**src/rtl/booth_mac_accum_if.sv**
```systemverilog
//------------------------------------------------------------------------------
// Module   : booth_mac_accum_if
// Brief    : Job control, operand-pair stream and result handshake bundle.
// Revision : 1.0 - initial release
//------------------------------------------------------------------------------
`default_nettype none

interface booth_mac_accum_if #(
  parameter int WIDTH     = 8,
  parameter int ACC_WIDTH = 24,
  parameter int LEN_WIDTH = 8
);
  logic                        start;
  logic [LEN_WIDTH-1:0]        len;
  logic                        in_valid;
  logic                        in_ready;
  logic signed [WIDTH-1:0]     in_a;
  logic signed [WIDTH-1:0]     in_b;
  logic                        out_valid;
  logic                        out_ready;
  logic signed [ACC_WIDTH-1:0] out_sum;
  logic                        out_ovf;
  logic                        busy;

  modport master (
    output start, len, in_valid, in_a, in_b, out_ready,
    input  in_ready, out_valid, out_sum, out_ovf, busy
  );

  modport slave (
    input  start, len, in_valid, in_a, in_b, out_ready,
    output in_ready, out_valid, out_sum, out_ovf, busy
  );
endinterface

`default_nettype wire

```
**src/rtl/booth_mac_accum.sv**
```systemverilog
//------------------------------------------------------------------------------
// Module   : booth_mac_accum
// Brief    : Radix-4 Booth multiplier with Brent-Kung final adder, followed by
//            a handshaked multiply-accumulate stage producing a dot product.
// Revision : 1.0 - initial release
//------------------------------------------------------------------------------
`default_nettype none

module booth_multiplier_8_PPA_Brent_Kung #(
  parameter int width = 8
) (
  input  logic signed [width-1:0]   X,
  input  logic signed [width-1:0]   Y,
  output logic signed [2*width-1:0] S
);
  localparam int c_pw = 2 * width;
  localparam int c_ng = (width + 1) / 2;
  localparam int c_yw = 2 * c_ng;
  localparam int c_np = 2 ** $clog2(c_pw);
  localparam int c_lg = $clog2(c_np);

  logic        [c_pw-1:0] w_x1;
  logic signed [c_yw-1:0] w_yext;
  logic        [c_yw:0]   w_ybits;
  logic        [c_pw-1:0] w_pp [c_ng];
  logic        [c_pw-1:0] w_pre;

  assign w_x1    = c_pw'(X);
  assign w_yext  = c_yw'(Y);
  assign w_ybits = {w_yext, 1'b0};

  // Each overlapping 3-bit window of Y selects a digit in {-2,-1,0,1,2}.
  for (genvar j = 0; j < c_ng; j++) begin : g_pp
    logic [2:0]      trip;
    logic [c_pw-1:0] sel;
    assign trip = w_ybits[2*j+2 -: 3];
    always_comb begin
      case (trip)
        3'b001, 3'b010: sel = w_x1;
        3'b011:         sel = w_x1 << 1;
        3'b100:         sel = -(w_x1 << 1);
        3'b101, 3'b110: sel = -w_x1;
        default:        sel = '0;
      endcase
    end
    assign w_pp[j] = sel << (2 * j);
  end

  always_comb begin
    w_pre = '0;
    for (int j = 0; j < c_ng - 1; j++) begin
      w_pre = w_pre + w_pp[j];
    end
  end

  function automatic logic [c_pw-1:0] bk_add(input logic [c_pw-1:0] a,
                                             input logic [c_pw-1:0] b);
    logic [c_np-1:0] g;
    logic [c_np-1:0] p;
    logic [c_np-1:0] p0;
    logic [c_np-1:0] s;
    g = '0;
    p = '0;
    s = '0;
    g[c_pw-1:0] = a & b;
    p[c_pw-1:0] = a ^ b;
    p0 = p;
    for (int l = 0; l < c_lg; l++) begin
      for (int i = 0; i < c_np; i++) begin
        if (((i + 1) % (1 << (l + 1))) == 0) begin
          g[i] = g[i] | (p[i] & g[i-(1<<l)]);
          p[i] = p[i] & p[i-(1<<l)];
        end
      end
    end
    // Down-sweep fills in the carries the up-sweep tree left unresolved.
    for (int l = c_lg - 2; l >= 0; l--) begin
      for (int i = 0; i < c_np; i++) begin
        if ((((i + 1) % (1 << (l + 1))) == (1 << l)) && ((i + 1) > (1 << (l + 1)))) begin
          g[i] = g[i] | (p[i] & g[i-(1<<l)]);
        end
      end
    end
    s[0] = p0[0];
    for (int i = 1; i < c_np; i++) begin
      s[i] = p0[i] ^ g[i-1];
    end
    return s[c_pw-1:0];
  endfunction

  assign S = bk_add(w_pre, w_pp[c_ng-1]);
endmodule

module booth_mac_accum #(
  parameter int WIDTH     = 8,
  parameter int ACC_WIDTH = 24,
  parameter int LEN_WIDTH = 8
) (
  input  logic              clk,
  input  logic              rst,
  booth_mac_accum_if.slave  bus
);
  typedef enum logic [1:0] {
    IDLE  = 2'd0,
    RUN   = 2'd1,
    DRAIN = 2'd2,
    DONE  = 2'd3
  } state_t;

  state_t                      r_state;
  state_t                      w_next;
  logic [LEN_WIDTH-1:0]        r_cnt;
  logic signed [WIDTH-1:0]     r_a;
  logic signed [WIDTH-1:0]     r_b;
  logic                        r_pend;
  logic signed [ACC_WIDTH-1:0] r_acc;
  logic                        r_ovf;

  logic                        w_accept;
  logic signed [2*WIDTH-1:0]   w_prod;
  logic signed [ACC_WIDTH-1:0] w_prod_ext;
  logic signed [ACC_WIDTH-1:0] w_sum;
  logic                        w_add_ovf;

  booth_multiplier_8_PPA_Brent_Kung #(
    .width (WIDTH)
  ) u_mult (
    .X (r_a),
    .Y (r_b),
    .S (w_prod)
  );

  assign w_accept   = (r_state == RUN) && bus.in_valid;
  assign w_prod_ext = ACC_WIDTH'(w_prod);
  assign w_sum      = r_acc + w_prod_ext;
  assign w_add_ovf  = (r_acc[ACC_WIDTH-1] == w_prod_ext[ACC_WIDTH-1]) &&
                      (w_sum[ACC_WIDTH-1] != r_acc[ACC_WIDTH-1]);

  always_ff @(posedge clk) begin
    if (rst) begin
      r_state <= IDLE;
    end else begin
      r_state <= w_next;
    end
  end

  always_comb begin
    w_next = r_state;
    case (r_state)
      IDLE: begin
        if (bus.start) begin
          w_next = (bus.len != '0) ? RUN : DONE;
        end
      end
      RUN: begin
        if (w_accept && (r_cnt == LEN_WIDTH'(1))) begin
          w_next = DRAIN;
        end
      end
      DRAIN:   w_next = DONE;
      DONE: begin
        if (bus.out_ready) begin
          w_next = IDLE;
        end
      end
      default: w_next = IDLE;
    endcase
  end

  // A product registered at one edge is folded into the sum at the next.
  always_ff @(posedge clk) begin
    if (rst) begin
      r_cnt  <= '0;
      r_a    <= '0;
      r_b    <= '0;
      r_pend <= 1'b0;
      r_acc  <= '0;
      r_ovf  <= 1'b0;
    end else begin
      if ((r_state == IDLE) && bus.start) begin
        r_cnt  <= bus.len;
        r_acc  <= '0;
        r_ovf  <= 1'b0;
        r_pend <= 1'b0;
      end
      if ((r_state == RUN) || (r_state == DRAIN)) begin
        if (r_pend) begin
          r_acc <= w_sum;
          if (w_add_ovf) begin
            r_ovf <= 1'b1;
          end
        end
        r_pend <= w_accept;
      end
      if (w_accept) begin
        r_a   <= bus.in_a;
        r_b   <= bus.in_b;
        r_cnt <= r_cnt - LEN_WIDTH'(1);
      end
    end
  end

  assign bus.in_ready  = (r_state == RUN);
  assign bus.out_valid = (r_state == DONE);
  assign bus.out_sum   = r_acc;
  assign bus.out_ovf   = r_ovf;
  assign bus.busy      = (r_state != IDLE);
endmodule

`default_nettype wire
```
**src/flat_wrapper.sv**
```systemverilog
// flat-port wrapper written by rule: the top's interface ports become plain ports
module booth_mac_accum_flat 
#(
  parameter int WIDTH     = 8,
  parameter int ACC_WIDTH = 24,
  parameter int LEN_WIDTH = 8
)
  (clk, rst, bus_start, bus_len, bus_in_valid, bus_in_a, bus_in_b, bus_out_ready, bus_in_ready, bus_out_valid, bus_out_sum, bus_out_ovf, bus_busy);
  booth_mac_accum_if #(.WIDTH(WIDTH), .ACC_WIDTH(ACC_WIDTH), .LEN_WIDTH(LEN_WIDTH)) bus_i ();
  input  logic clk;
  input  logic rst;
  input wire logic [$bits(bus_i.start)-1:0] bus_start;
  input wire logic [$bits(bus_i.len)-1:0] bus_len;
  input wire logic [$bits(bus_i.in_valid)-1:0] bus_in_valid;
  input wire logic [$bits(bus_i.in_a)-1:0] bus_in_a;
  input wire logic [$bits(bus_i.in_b)-1:0] bus_in_b;
  input wire logic [$bits(bus_i.out_ready)-1:0] bus_out_ready;
  output wire logic [$bits(bus_i.in_ready)-1:0] bus_in_ready;
  output wire logic [$bits(bus_i.out_valid)-1:0] bus_out_valid;
  output wire logic [$bits(bus_i.out_sum)-1:0] bus_out_sum;
  output wire logic [$bits(bus_i.out_ovf)-1:0] bus_out_ovf;
  output wire logic [$bits(bus_i.busy)-1:0] bus_busy;
  assign bus_i.start = bus_start;
  assign bus_i.len = bus_len;
  assign bus_i.in_valid = bus_in_valid;
  assign bus_i.in_a = bus_in_a;
  assign bus_i.in_b = bus_in_b;
  assign bus_i.out_ready = bus_out_ready;
  assign bus_in_ready = bus_i.in_ready;
  assign bus_out_valid = bus_i.out_valid;
  assign bus_out_sum = bus_i.out_sum;
  assign bus_out_ovf = bus_i.out_ovf;
  assign bus_busy = bus_i.busy;
  booth_mac_accum #(.WIDTH(WIDTH), .ACC_WIDTH(ACC_WIDTH), .LEN_WIDTH(LEN_WIDTH)) u_core (.clk(clk), .rst(rst), .bus(bus_i));
endmodule
```
**config.mk**
```make
export PLATFORM = sky130hd
export DESIGN_NAME = booth_mac_accum_flat
export DESIGN_NICKNAME = d
export VERILOG_FILES = /design/src/rtl/booth_mac_accum_if.sv /design/src/rtl/booth_mac_accum.sv /design/src/flat_wrapper.sv
export SDC_FILE = /design/constraint.sdc
export NUM_CORES = 1
export LEC_CHECK = 0
export ABC_CLOCK_PERIOD_IN_PS = 9200
export BUFFER_PORTS_ARGS = -buffer_cell sky130_fd_sc_hd__buf_4
export CAP_MARGIN = 20
export CORE_AREA = 2 2 145 147
export CTS_BUF_LIST = sky130_fd_sc_hd__clkbuf_8
export DETAILED_ROUTE_END_ITERATION = 6
export DIE_AREA = 0 0 147 149
export PLACE_DENSITY_LB_ADDON = 0.1
export SETUP_SLACK_MARGIN = 0.4
export SYNTH_ARGS = -nofsm -noshare
export SYNTH_HDL_FRONTEND = slang
export SYNTH_SLANG_ARGS = --single-unit
```
**constraint.sdc**
```tcl
create_clock -name clk -period 9.2 [get_ports clk]
set_input_delay 0 -clock clk [delete_from_list [all_inputs] [get_ports clk]]
set_output_delay 0 -clock clk [all_outputs]
set_load 0.1 [all_outputs]
```
# Yosys cells after proc, flatten, opt, wreduce, memory -nomap -nowiden
# Index checks and enable logic that the tools add are counted.
[classes]
n_addsub = 6
eq_ne = 30
n_mux = 20
bitwise_logic = 69
reduce_logical = 17
[op_table]
columns = ["op", "n"]
rows = [
  ["$mux 24", 3],
  ["$pmux 14 s4", 1],
  ["$pmux 12 s4", 1],
  ["$pmux 16 s3", 1],
  ["$pmux 10 s4", 1],
  ["$add 16x16->16", 2],
  ["$neg 16->16", 2],
  ["$and 1x1->1", 30],
  ["$eq 3x3->1 const B", 9],
  ["$add 24x16->24", 1],
  ["$or 1x1->1", 22],
  ["$eq 3x2->1 const B", 6],
  ["$mux 8", 2],
  ["$xor 16x16->16", 1],
  ["$and 15x15->15", 1],
  ["$xor 1x1->1", 15],
  ["$reduce_or 2->1", 6],
  ["$eq 3x1->1 const B", 3],
  ["$eq 2x2->1 const B", 4],
  ["$eq 8x1->1 const B", 1],
  ["$mux 2", 4],
  ["$pmux 2 s4", 1],
  ["$reduce_bool 8->1", 1],
  ["$sub 8x1->8 const B", 1],
  ["11 further kinds", 23],
]
[totals]
reg_bits = 52
inputBits = 29
elab_cells = 149

# Logic depth before layout (Yosys ltp)
# Gate-level depths: netlist of the first run.
[depth]
word_depth = 25
depth_mapped = 41
mapped_depth_nobuf = 38

# By module
# From an unflattened synthesis of the first run, not the netlist that was laid out.
[hier_totals]
hier_cells = 870
hier_area_um2 = 6352.3
[by_module_without_submodules]
columns = ["mod", "n_inst", "cells_each", "area_each_um2", "seq_area_each_um2"]
rows = [
  ["booth_mac_accum", 1, 430, 3350.7, 1041.0],
  ["booth_multiplier_8_PPA_Brent_Kung", 1, 440, 3001.6, 0.0],
]

# Worst setup path after synthesis of the first run
# OpenSTA, ideal clock, no wires.
[synth_path]
path_kind = "register to register"
startpoint = "register u_core.r_a[0]"
endpoint = "register u_core.r_ovf (netlist: u_core.bus.out_ovf)"
setup_time_ns = 0.118
arrival_ns = 7.886
required_time_ns = 9.082
slack_ns = 1.197
stages_incl_launch_ff = 38
n_path_buf = 2
cell_sequence = "dfxtp_1 buf_6 nor4_4 or2b_1 clkbuf_1 xor2_1 nand2_1 o211ai_1 a31oi_1 fa_1 inv_1 ha_1 o21ai_0 nor2_1 nor2_1 fa_1 a21o_1 a21o_1 [2 not listed] a21o_1 a21o_1 fa_1 xor2_1 xnor2_1 xnor2_1 xnor2_1 xnor2_2 ha_1 a21o_1 a21o_1 a21o_1 a211o_1 a2111o_1 nand2_1 or2_2 mux2i_1 a22o_1"
[synth_via]
elab_chain_cells = 24
word_cells_on_any_way = 84
cone_classes = "add/sub (5); eq/ne (2); mux (7); bitwise (69); reduce/logical (1)"
[synth_lines]
columns = ["item", "line_no", "source"]
rows = [
  ["start: declaration", "booth_mac_accum.sv:113", "logic signed [WIDTH-1:0] r_a;"],
  ["start signal: assignment", "booth_mac_accum.sv:196", "r_a <= bus.in_a;"],
  ["$neg 16->16 (on tied branches)", "booth_mac_accum.sv:42, booth_mac_accum.sv:41", ""],
  ["$pmux 16 s3", "booth_mac_accum.sv:38", "case (trip)"],
  ["$add 16x16->16 (2 in a row)", "booth_mac_accum.sv:52", "w_pre = w_pre + w_pp[j];"],
  ["$xor 16x16->16 / $and 15x15->15 (equally long branches)", "booth_mac_accum.sv:66, booth_mac_accum.sv:65", ""],
  ["$and 1x1->1", "booth_mac_accum.sv:71", "g[i] = g[i] | (p[i] & g[i-(1<<l)]);"],
  ["$or 1x1->1", "booth_mac_accum.sv:71", ""],
  ["$and 1x1->1", "booth_mac_accum.sv:71", ""],
  ["$or 1x1->1", "booth_mac_accum.sv:71", ""],
  ["[7 not listed]", "n/a", ""],
  ["$or 1x1->1", "booth_mac_accum.sv:80", "g[i] = g[i] | (p[i] & g[i-(1<<l)]);"],
  ["$xor 1x1->1", "booth_mac_accum.sv:86", "s[i] = p0[i] ^ g[i-1];"],
  ["$add 24x16->24", "booth_mac_accum.sv:135", "assign w_sum = r_acc + w_prod_ext;"],
  ["$ne 1x1->1", "booth_mac_accum.sv:137", "(w_sum[ACC_WIDTH-1] != r_acc[ACC_WIDTH-1]);"],
  ["$logic_and 1x1->1 (*)", "booth_mac_accum.sv:136", "assign w_add_ovf = (r_acc[ACC_WIDTH-1] == w_prod_ext[ACC_WIDTH-1]) &&"],
  ["$mux 1 (*)", "booth_mac_accum.sv:189", "if (w_add_ovf) begin"],
  ["$mux 1 (*)", "booth_mac_accum.sv:187", "if (r_pend) begin"],
  ["$mux 1 (*)", "booth_mac_accum.sv:186", "if ((r_state == RUN) || (r_state == DRAIN)) begin"],
  ["end signal: assignment", "booth_mac_accum.sv:178", "r_ovf <= 1'b0;"],
  ["end signal: assignment", "booth_mac_accum.sv:183", "r_ovf <= 1'b0;"],
  ["end signal: assignment", "booth_mac_accum.sv:190", "r_ovf <= 1'b1;"],
  ["end: declaration", "booth_mac_accum.sv:117", "logic r_ovf;"],
]
# Mark *: on every way between the ends. The rest lies on a longest branch, timed or not.
# A chain may end at the register's enable or synchronous reset.

# Worst setup path after layout of the first run
[layout_path]
startpoint = "register u_core.r_a[1]"
endpoint = "register u_core.r_ovf (netlist: u_core.bus.out_ovf)"
[layout_via]
elab_chain_cells = 24
word_cells_on_any_way = 84
cone_classes = "add/sub (5); eq/ne (2); mux (7); bitwise (69); reduce/logical (1)"
[layout_lines]
columns = ["item", "line_no", "source"]
rows = [
  ["$neg 16->16", "booth_mac_accum.sv:42", "3'b101, 3'b110: sel = -w_x1;"],
  ["$pmux 16 s3", "booth_mac_accum.sv:38", ""],
  ["$add 16x16->16 (2 in a row)", "booth_mac_accum.sv:52", ""],
  ["$xor 16x16->16", "booth_mac_accum.sv:66", "p[c_pw-1:0] = a ^ b;"],
  ["$and 1x1->1", "booth_mac_accum.sv:71", ""],
  ["$or 1x1->1", "booth_mac_accum.sv:71", ""],
  ["$and 1x1->1", "booth_mac_accum.sv:71", ""],
  ["$or 1x1->1", "booth_mac_accum.sv:71", ""],
  ["[7 not listed]", "n/a", ""],
  ["$or 1x1->1", "booth_mac_accum.sv:80", ""],
  ["$xor 1x1->1", "booth_mac_accum.sv:86", ""],
  ["$add 24x16->24", "booth_mac_accum.sv:135", ""],
  ["$ne 1x1->1", "booth_mac_accum.sv:137", ""],
  ["$logic_and 1x1->1 (*)", "booth_mac_accum.sv:136", ""],
  ["$mux 1 (*)", "booth_mac_accum.sv:189", ""],
  ["$mux 1 (*)", "booth_mac_accum.sv:187", ""],
  ["$mux 1 (*)", "booth_mac_accum.sv:186", ""],
]
# Marked as above.

==> results of run 1 <==
-- cell type report --
class	count	area [sq um]
Timing Repair Buffer	100	803.3
Multi-Input combinational cell	667	4568
Tap cell	275	344.1
Sequential cell	52	1044
Clock buffer	5	68.82
Fill cell	2260	13510
Inverter	48	180.2
Clock inverter	3	42.54
-- flip-flops by register name, summed over array words and instances (netlist names) --
name / count
u_core.bus.out_sum: 24
u_core.r_a: 8
u_core.r_b: 8
u_core.r_cnt: 8
u_core.r_state: 2
u_core.bus.out_ovf: 1
u_core.r_pend: 1
-- worst max-delay path, delay by kind of cell, from the launching register on --
| family | cells | cell delay [ns] |
|---|---|---|
| mux | 1 | 0.06 |
| simple gates | 7 | 1.31 |
| flops | 1 | 0.39 |
| fa+ha+maj | 6 | 2.38 |
| compound gates | 14 | 2.75 |
| xor+xnor | 6 | 0.96 |
| buf+inv | 2 | 0.18 |
-- cell families after synthesis --
logic type / after synthesis
AOI/OAI and AO/OA: 275
muxes: 9
xor gates and xnor gates: 56
DFF: 52
adders and majority gates: 71
buffers and inverters: 95
and+or+nand+nor: 256
-- cell usage in the layout, fill, tap and decap left out, types with 5 or more instances in the layout --
cell,Yosys,routed
nor2_1,74,73
a31oi_1,9,9
a211oi_1,12,12
nor3_1,18,18
inv_1,48,49
fa_1,18,18
buf_4,0,79
nand3_1,14,14
xor2_1,21,21
o211ai_1,10,10
and3_1,12,12
o21ai_0,48,48
mux2i_1,9,9
nand2b_1,10,10
o221ai_1,5,5
ha_1,53,53
a22oi_1,21,21
nor2b_1,5,5
a221oi_1,6,6
clkbuf_8,0,5
dlygate4sd3_1,0,21
a21o_1,25,25
xnor2_1,34,34
o21a_1,6,6
a21oi_1,93,92
dfxtp_1,52,50
and2_1,6,6
nand2_1,95,95
-- what timing repair did --
item	CTS	global route
resized for setup	0	3
setup endpoints to repair	0	4
setup buffers	0	6
hold buffers	21	0
hold endpoints to repair	21	0
-- stage by stage --
| step | hold slack, ns | util, % | cell area (sq um) | cells | setup slack [ns] |
|---|---|---|---|---|---|
| 2_1_floorplan | 0.1360 | - | 5972 | 814 | 1.197 |
| 3_3_place_gp | 0.2575 | 32.49 | 6679 | 1115 | 0.6695 |
| 3_5_place_dp | 0.2580 | 32.49 | 6679 | 1115 | 0.6148 |
| 4_1_cts | 0.007516 | 34.05 | 7000 | 1144 | 0.5616 |
| 5_1_grt | 0.02095 | 34.30 | 7051 | 1150 | 0.4884 |
| 6_report | 0.004792 | 34.30 | 7051 | 1150 | 1.082 |
-- where the power goes --
group	internal (mW)	switching, mW
clock	0.0815	0.0952
combinational	0.269	0.486
sequential	0.251	0.0345
-- how the worst min path moves through the flow --
stage,from,endpoint,slack [ns],depth (start not counted)
floorplan,bus_in_a[0],u_core.r_a[0]$_SDFFE_PP0P_,0.14,2
global placement,bus_in_b[7],u_core.r_b[7]$_SDFFE_PP0P_,0.26,3
detailed placement,bus_in_b[3],u_core.r_b[3]$_SDFFE_PP0P_,0.26,3
CTS,bus_in_a[3],u_core.r_a[3]$_SDFFE_PP0P_,0.008,3
global route,bus_in_a[3],u_core.r_a[3]$_SDFFE_PP0P_,0.02,3
finish,bus_in_a[3],u_core.r_a[3]$_SDFFE_PP0P_,0.005,3
-- metal layers --
| metal | up-vias | track usage, % | share of wire (%) |
|---|---|---|---|
| li1 | 3035 | - | - |
| met1 | 2786 | 24.83 | 49 |
| met2 | 142 | 27.11 | 45 |
| met3 | 13 | 2.324 | 4.1 |
| met4 | 0 | 3.606 | 1.3 |
| met5 | - | 0 | 0 |
==> impl_metrics.yaml, run 1 <==
worst_setup_path:
  cp_launch_type: "flop"
  worst-endpoint-arrival_ns: 8.37
  worst_setup_path_end_kind: "flop"
  startpoint: "u_core.r_a[1]$_SDFFE_PP0P_"
  path_class: "flop to flop"
  r2r_cells: 36
  crit_path_max_incr_delay_ns: 0.56
  register_to_register_setup_slack_ns: 1.08
  path_max_fanout: 8
  r2r-start: "u_core.r_a[1]$_SDFFE_PP0P_"
  cp_max_stage_cell: "fa_1"
  worstReg2RegEnd: "u_core.bus.out_ovf$_SDFF_PP0_"
  critical-path-top-cell-by-count: "a21o_1"
  cp-endpoint: "u_core.bus.out_ovf$_SDFF_PP0_"
  worst-endpoint-required_ns: 9.45
yosys:
  synth_enable_flop_cells: 0
  synth_seq_cells: 52
  yosys.area.top_type: "dfxtp_1"
  dominant_register_cell_in_the_synthesized_netlist: "dfxtp_1"
  synth_top_family_by_area: "compound AO/OA/AOI/OAI gates"
  yosys.area_share.adder_pct: 17.14
  synthTopCellsByCount: "nand2_1, a21oi_1, nor2_1"
  synth_warnings: 0
  synth_compound_area_share_pct: 29.44
  synthSimpleGateAreaFrac_pct: 19.97
  mappedNetlistArea_sq_um: 5972
  synth_xor_area_share_pct: 8.339
  netlist_instances: 814
  synthDistinctLibCells: 67
  synthMostInstantiatedCell: "nand2_1"
  syn-num-nets: 914
  synth_top_cell_area_share_pct: 17.43
  synth-seq-area-share_pct: 17.43
  yosys-top-cells-area: "dfxtp_1, ha_1, a21oi_1"
  synth_area_per_cell_sq_um: 7.337
  synth.mux.area_fraction_pct: 1.508
  ys_async_sr_fraction_pct: 0
outcome:
  run_status: "completed"
clock_network:
  cts.clk_slew.worst_paths_ns: 0.12
  cts_inserted_buffers: 5
  clk_path_buf_depth: 2
  tritoncts_num_sinks: 52
  clock_insertion_delay_worst_skew_ns: 0.34
  clock_tree.root_cell: "clkbuf_8"
  cts_tree: "done"
  cts.htree.levels: 2
global_route:
  vias_in_the_first_global_route: 5431
  number_of_antenna_violations_at_the_first_check_in_global_routing: 0
  maximum_number_of_pins_on_one_net_before_global_route_repair: 53
  grt_use_total_pct: 17.10
  globalRoute.totalOverflow: 0
  first_pass_grt_wire_length_mm: 29.95
floorplan:
  die_width_um: 147
  floorplan.die_area_sq_um: 21900
  die_height_um: 149
  std_cell_rows: 53
  start_util_pct: 29.05
  standard_cell_core_area_sq_um: 20560
  num_io_pins: 57
route:
  post_drt_via_cell_ratio: 5.197
  routed_wire_length_per_instance_um: 16.41
  dr_iter_0_viols: 474
  detail_route.first_pass.iterations: 6
  drt-total-wl_mm: 18.88
  remaining_drc_errors: 0
  vias: 5976
  postRouteAntennaNets: 0
sta:
  drv_slew: 0
  timing_hold_violations_final: 0
  setup_skew_after_layout_ns: 0.02270
  worstMarginPinSlew_ns: 1.068
  rsz0062_at_grt: "false"
  highest_clock_rate_ghz: 0.1232
  period_share_pct: 88.24
  maxSlewHeadroom_pct: 28.79
  setup-violations-final: 0
  finalCriticalPeriod_ns: 8.118
  post_route_setup_tns_ns: 0
power_and_ir_drop:
  worst_ir_drop_vdd_uv: 137.5
  p_total_mw: 1.217
  total_leakage_power_nw: 3.220
  power_per_cell_area_nw_per_um2: 172.6
final_layout:
  layout-drive-gt1-share_pct: 11.54
  antenna_cells: 0
  area_delta_synth_final_pct: 18.06
  num-nets-final: 974
job:
  maxCapViolations: 0
placed_design:
  hpwl_mm: 14.35
  globalplace.congestion: 0.8293
  port_buffers: 56
min_path:
  holdCritPathClass: "primary input to flop"
Note: power is estimated with default switching activity, not from simulation.
==> run 2: changes to the inputs <==
--- a/config.mk
+++ b/config.mk
@@ -8,10 +8,10 @@
 export ABC_CLOCK_PERIOD_IN_PS = 9200
 export BUFFER_PORTS_ARGS = -buffer_cell sky130_fd_sc_hd__buf_4
 export CAP_MARGIN = 20
-export CORE_AREA = 2 2 145 147
+export CORE_AREA = 2 2 101 103
 export CTS_BUF_LIST = sky130_fd_sc_hd__clkbuf_8
 export DETAILED_ROUTE_END_ITERATION = 6
-export DIE_AREA = 0 0 147 149
+export DIE_AREA = 0 0 103 105
 export PLACE_DENSITY_LB_ADDON = 0.1
 export SETUP_SLACK_MARGIN = 0.4
 export SYNTH_ARGS = -nofsm -noshare
==> run 2 against run 1 <==
Effect of this change: final cell count is 13% lower; combinational power fell by 3.6%; flip-flop and latch count unchanged; sequential power rose by 4%; global-route usage up 15 points; register-to-register slack got worse by 0.26 ns; clock skew is 0.0078 ns lower; core utilization is 37 points higher; via count is 4.9% higher; wire length shrank 9.7%; non-clock buffer count is 8 lower; largest cell class unchanged.
==> impl_metrics.yaml, run 2 (synthesized netlist as in run 1, its figures left out) <==
outcome:
  run_status: "completed"
sta:
  period_share_pct: 91.06
  setup-violations-final: 0
  post_route_setup_tns_ns: 0
  highest_clock_rate_ghz: 0.1194
  worstMarginPinSlew_ns: 0.9675
  timing_hold_violations_final: 0
  finalCriticalPeriod_ns: 8.377
  drv_slew: 0
  hold-worst-slack_ns: 0.1033
  setup_skew_after_layout_ns: 0.01492
  rsz0062_at_grt: "false"
  maxSlewHeadroom_pct: 35.50
worst_setup_path:
  cp_max_stage_cell: "fa_1"
  critical-path-top-cell-by-count: "a21o_1"
  crit_path_max_incr_delay_ns: 0.56
  r2r_cells: 35
  r2r-start: "u_core.r_a[0]$_SDFFE_PP0P_"
  path_class: "flop to flop"
  path_max_fanout: 10
  startpoint: "u_core.r_a[0]$_SDFFE_PP0P_"
  cp-endpoint: "u_core.bus.out_ovf$_SDFF_PP0_"
  worst-endpoint-required_ns: 9.42
  register_to_register_setup_slack_ns: 0.82
  worst_setup_path_end_kind: "flop"
  worstReg2RegEnd: "u_core.bus.out_ovf$_SDFF_PP0_"
  worst-endpoint-arrival_ns: 8.60
  cp_launch_type: "flop"
route:
  post_drt_via_cell_ratio: 6.270
  routed_wire_length_per_instance_um: 17.04
  postRouteAntennaNets: 0
  remaining_drc_errors: 0
  drt-total-wl_mm: 17.04
  vias: 6270
  detail_route.first_pass.iterations: 5
  dr_iter_0_viols: 751
clock_network:
  cts.htree.levels: 2
  tritoncts_num_sinks: 52
  clk_path_buf_depth: 2
  cts_inserted_buffers: 5
  cts.clk_slew.worst_paths_ns: 0.09
  cts_tree: "done"
  clock_insertion_delay_worst_skew_ns: 0.33
  clock_tree.root_cell: "clkbuf_8"
global_route:
  vias_in_the_first_global_route: 5546
  met3_usage_pct: 6.355
  globalRoute.totalOverflow: 0
  maximum_number_of_pins_on_one_net_before_global_route_repair: 53
  grt.met1_usage_pct: 46.34
  grtUsageMet2_pct: 47.91
  grt_use_total_pct: 31.65
  first_pass_grt_wire_length_mm: 27.48
  number_of_antenna_violations_at_the_first_check_in_global_routing: 0
  top_usage_layer: "met2"
placed_design:
  hpwl_mm: 12.73
  globalplace.congestion: 0.9658
  detailed_place.area_sq_um: 6452
  port_buffers: 56
floorplan:
  standard_cell_core_area_sq_um: 9639
  die_width_um: 103
  die_height_um: 105
  std_cell_rows: 36
  num_io_pins: 57
  start_util_pct: 61.95
  floorplan.die_area_sq_um: 10820
power_and_ir_drop:
  worst_ir_drop_vdd_uv: 157.2
  total_leakage_power_nw: 3.177
  power_per_cell_area_nw_per_um2: 170.4
final_layout:
  antenna_cells: 0
  layout.cells.most_common_list: "nand2_1, a21oi_1, nor2_1"
  number_of_flip_flops_in_the_largest_register: 24
  num-nets-final: 966
  layout-drive-gt1-share_pct: 10.96
  finish.instance_area_sq_um: 6830
  mostFrequentLayoutCell: "nand2_1"
  area_delta_synth_final_pct: 14.37
min_path:
  min_path_cells: 6
  holdCritPathClass: "primary input to flop"
job:
  maxCapViolations: 0
-- run 2: layout make-up --
class / instances / area, sq um
multi-input combinational: 667 / 4597
fill: 808 / 2809
clock inverter: 2 / 7.507
timing repair buffer: 92 / 748.2
clock buffer: 6 / 82.58
inverter: 48 / 180.2
sequential: 52 / 1049
tap: 133 / 166.4
-- run 2: where the power goes --
| group | switching, mW | internal, mW |
|---|---|---|
| combinational | 0.471 | 0.257 |
| sequential | 0.0454 | 0.251 |
| clock | 0.0798 | 0.0594 |
-- run 2: metrics by stage --
step,power (mW),worst slack (ns),util (%),instances
4_1_cts,1.134,0.4613,70.26,998
3_5_place_dp,0.9860,0.5119,66.94,967
5_1_grt,1.250,0.3682,70.86,1000
2_1_floorplan,0.8224,1.197,-,814
3_3_place_gp,0.9721,0.8375,66.94,967
6_report,1.164,0.8226,70.86,1000
-- run 2: critical path, delay by kind of cell, from the launching register on --
| kind | cells | cell delay (ns) |
|---|---|---|
| AOI/OAI and AO/OA | 14 | 2.91 |
| adders and majority gates | 6 | 2.38 |
| xor gates and xnor gates | 5 | 0.93 |
| muxes | 1 | 0.05 |
| and+or+nand+nor | 6 | 1.21 |
| buffers and inverters | 3 | 0.38 |
| DFF | 1 | 0.40 |
-- run 2: repair_timing --
| action | in CTS | in global routing |
|---|---|---|
| endpoints found under the setup margin | 0 | 4 |
| endpoints found under the hold margin | 23 | 0 |
| gates resized for setup | 0 | 11 |
| setup buffers | 0 | 2 |
| hold buffers | 23 | 0 |
-- run 2: worst min-delay path by stage --
stage           startpoint                                to
5_1_grt                rst  u_core.bus.out_sum[9]$_SDFF_PP0_
6_report        bus_len[1]    u_core.r_state[1]$_SDFFE_PP0P_
2_1_floorplan  bus_in_a[0]        u_core.r_a[0]$_SDFFE_PP0P_
4_1_cts         bus_len[1]    u_core.r_state[1]$_SDFFE_PP0P_
3_5_place_dp   bus_in_b[6]        u_core.r_b[6]$_SDFFE_PP0P_
3_3_place_gp   bus_in_b[6]        u_core.r_b[6]$_SDFFE_PP0P_
-- run 2: per-layer routing --
| layer | share of wire, % | vias up |
|---|---|---|
| met2 | 44 | 335 |
| li1 | - | 3011 |
| met4 | 2.0 | 0 |
| met1 | 44 | 2885 |
| met3 | 9.3 | 39 |
| met5 | 0 | - |
==> run 3: changes to the inputs <==
--- a/config.mk
+++ b/config.mk
@@ -5,13 +5,13 @@
 export SDC_FILE = /design/constraint.sdc
 export NUM_CORES = 1
 export LEC_CHECK = 0
-export ABC_CLOCK_PERIOD_IN_PS = 9200
+export ABC_CLOCK_PERIOD_IN_PS = 7100
 export BUFFER_PORTS_ARGS = -buffer_cell sky130_fd_sc_hd__buf_4
-export CAP_MARGIN = 20
-export CORE_AREA = 2 2 101 103
+export CAP_MARGIN = 15
+export CORE_AREA = 2 2 106 108
 export CTS_BUF_LIST = sky130_fd_sc_hd__clkbuf_8
 export DETAILED_ROUTE_END_ITERATION = 6
-export DIE_AREA = 0 0 103 105
+export DIE_AREA = 0 0 108 110
 export PLACE_DENSITY_LB_ADDON = 0.1
 export SETUP_SLACK_MARGIN = 0.4
 export SYNTH_ARGS = -nofsm -noshare
==> constraint.sdc (replaced) <==
create_clock -name clk -period 7.1 [get_ports clk]
set_input_delay 0 -clock clk [delete_from_list [all_inputs] [get_ports clk]]
set_output_delay 0 -clock clk [all_outputs]
set_load 0.1 [all_outputs]
==> run 3 against run 2 <==
Effect of this change: the flow now finishes with violations (setup timing); final cell count increased by 13%; critical path depth increased by 4; clock power increased by 37%; flip-flop and latch count unchanged; die area increased by 9.8%; register-to-register slack got worse by 1.2 ns; combinational power increased by 85%; worst setup slack got worse by 1.2 ns; critical path type unchanged.
==> impl_metrics.yaml, run 3 (synthesized netlist as in run 1, its figures left out) <==
power_and_ir_drop:
  p_total_mw: 1.902
  worst_ir_drop_vdd_uv: 257.0
  power_per_cell_area_nw_per_um2: 229.9
  total_leakage_power_nw: 3.876
final_layout:
  layout.cells.most_common_list: "buf_4, nand2_1, a21oi_1"
  layout-drive-gt1-share_pct: 29.02
  num-nets-final: 1088
  number_of_flip_flops_in_the_largest_register: 24
  area_delta_synth_final_pct: 38.57
  antenna_cells: 0
  stdcell_count: 1129
  mostFrequentLayoutCell: "buf_4"
  finish.instance_area_sq_um: 8275
  layout.area.seq_sq_um: 1051
  multi_input_comb_area_sq_um: 5037
  fill_cell_total_of_the_finished_layout: 772
placed_design:
  placedCellCount: 1076
  globalplace.congestion: 0.9859
  pre_cts_slack_ns: -0.7538
  port_buffers: 56
  detailed_place.area_sq_um: 7397
  hpwl_mm: 14.96
worst_setup_path:
  worst-endpoint-required_ns: 7.33
  cpLargestDelayFamily: "compound AO/OA/AOI/OAI gates"
  worst_setup_path_end_kind: "flop"
  cp_launch_type: "flop"
  worst-endpoint-arrival_ns: 7.73
  crit_path_max_incr_delay_ns: 0.42
  path_class: "flop to flop"
  critical-path-top-cell-by-count: "a21o_1"
  cp_max_stage_cell: "fa_1"
  path_max_fanout: 5
  critPathBufInv: 8
route:
  remaining_drc_errors: 0
  post_drt_via_cell_ratio: 6.049
  drt-total-wl_mm: 20.42
  vias: 6829
  dr_iter_0_viols: 722
  detail_route.first_pass.iterations: 5
  postRouteAntennaNets: 0
  routed_wire_length_per_instance_um: 18.09
global_route:
  maximum_number_of_pins_on_one_net_before_global_route_repair: 53
  first_pass_grt_wire_length_mm: 32.06
  number_of_antenna_violations_at_the_first_check_in_global_routing: 0
  vias_in_the_first_global_route: 6385
  globalRoute.totalOverflow: 0
  grt_use_total_pct: 34.24
sta:
  finalCriticalPeriod_ns: 7.501
  post_route_setup_tns_ns: -1.484
  worst_slack_ns: -0.4014
  setup-violations-final: 7
  drv_slew: 0
  worstMarginPinSlew_ns: 1.005
  setup_skew_after_layout_ns: 0.009227
  highest_clock_rate_ghz: 0.1333
  maxSlewHeadroom_pct: 32.99
  timing_hold_violations_final: 0
  period_share_pct: 105.7
  rsz0062_at_grt: "true"
floorplan:
  die_height_um: 110
  die_width_um: 108
  start_util_pct: 55.82
  std_cell_rows: 38
  num_io_pins: 57
  floorplan.die_area_sq_um: 11880
  standard_cell_core_area_sq_um: 10700
clock_network:
  cts.htree.levels: 2
  clock_tree.root_cell: "clkbuf_8"
  cts_tree: "done"
  clk_path_buf_depth: 2
  cts_inserted_buffers: 5
  cts.clk_slew.worst_paths_ns: 0.11
  clock_insertion_delay_worst_skew_ns: 0.33
  tritoncts_num_sinks: 52
min_path:
  holdCritPathClass: "primary input to flop"
outcome:
  run_status: "finished with violations"
  violations: "setup timing"
job:
  maxCapViolations: 0
[run 3: timing repair]
item | CTS | global route
endpoints found under the hold margin | 23 | 0
hold buffers | 23 | 0
pin swaps | 32 | 31
endpoints found under the setup margin | 10 | 11
cloned | 0 | 0
gates resized for setup | 56 | 33
setup buffers | 14 | 8
[run 3: layer usage]
metal  routed length, um  track usage, %  vias to the layer above  part of all wire, %
met4                 374           7.601                        0                  1.8
li1                    -               -                     3255                    -
met5                   0               0                        -                    0
met3                1493           4.762                       39                  7.3
met2                9377           57.77                      319                   46
met1                9178           46.72                     3216                   45
[run 3: tightest hold or removal path, stage by stage]
cell and delay [ns]:
buf_4 0.09, nor4_1 0.05, nand3_1 0.07, o21ai_0 0.07, nor2_1 0.08, a211oi_1 0.05
[run 3: final timing paths]
check	start	end	slack, ns	cells past startpoint
max	u_core.r_a[0]$_SDFFE_PP0P_	u_core.bus.out_ovf$_SDFF_PP0_	-0.40	39
min reg2reg	u_core.r_cnt[4]$_SDFFE_PP0P_	u_core.r_cnt[4]$_SDFFE_PP0P_	0.51	2
min	bus_len[1]	u_core.r_state[1]$_SDFFE_PP0P_	0.13	6
max reg2reg	u_core.r_a[0]$_SDFFE_PP0P_	u_core.bus.out_ovf$_SDFF_PP0_	-0.40	39
[run 3: report_power, final]
group	internal, mW	switching (mW)
Combinational	0.584	0.765
Clock	0.0728	0.119
Sequential	0.325	0.0373
Total	0.982	0.921
[run 3: area by class of cell]
type | instances | share of cell area [%]
Clock buffer | 5 | 0.8316
Multi-Input combinational cell | 667 | 60.87
Tap cell | 140 | 2.117
Clock inverter | 3 | 0.3326
Sequential cell | 52 | 12.70
Timing Repair Buffer | 214 | 20.97
Inverter | 48 | 2.177
[run 3: metrics by stage]
stage / util, % / hold slack, ns
2_1_floorplan: - / 0.1285
3_3_place_gp: 69.15 / 0.2499
3_5_place_dp: 69.15 / 0.2564
4_1_cts: 75.45 / 0.1146
5_1_grt: 77.36 / 0.1461
6_report: 77.36 / 0.1251
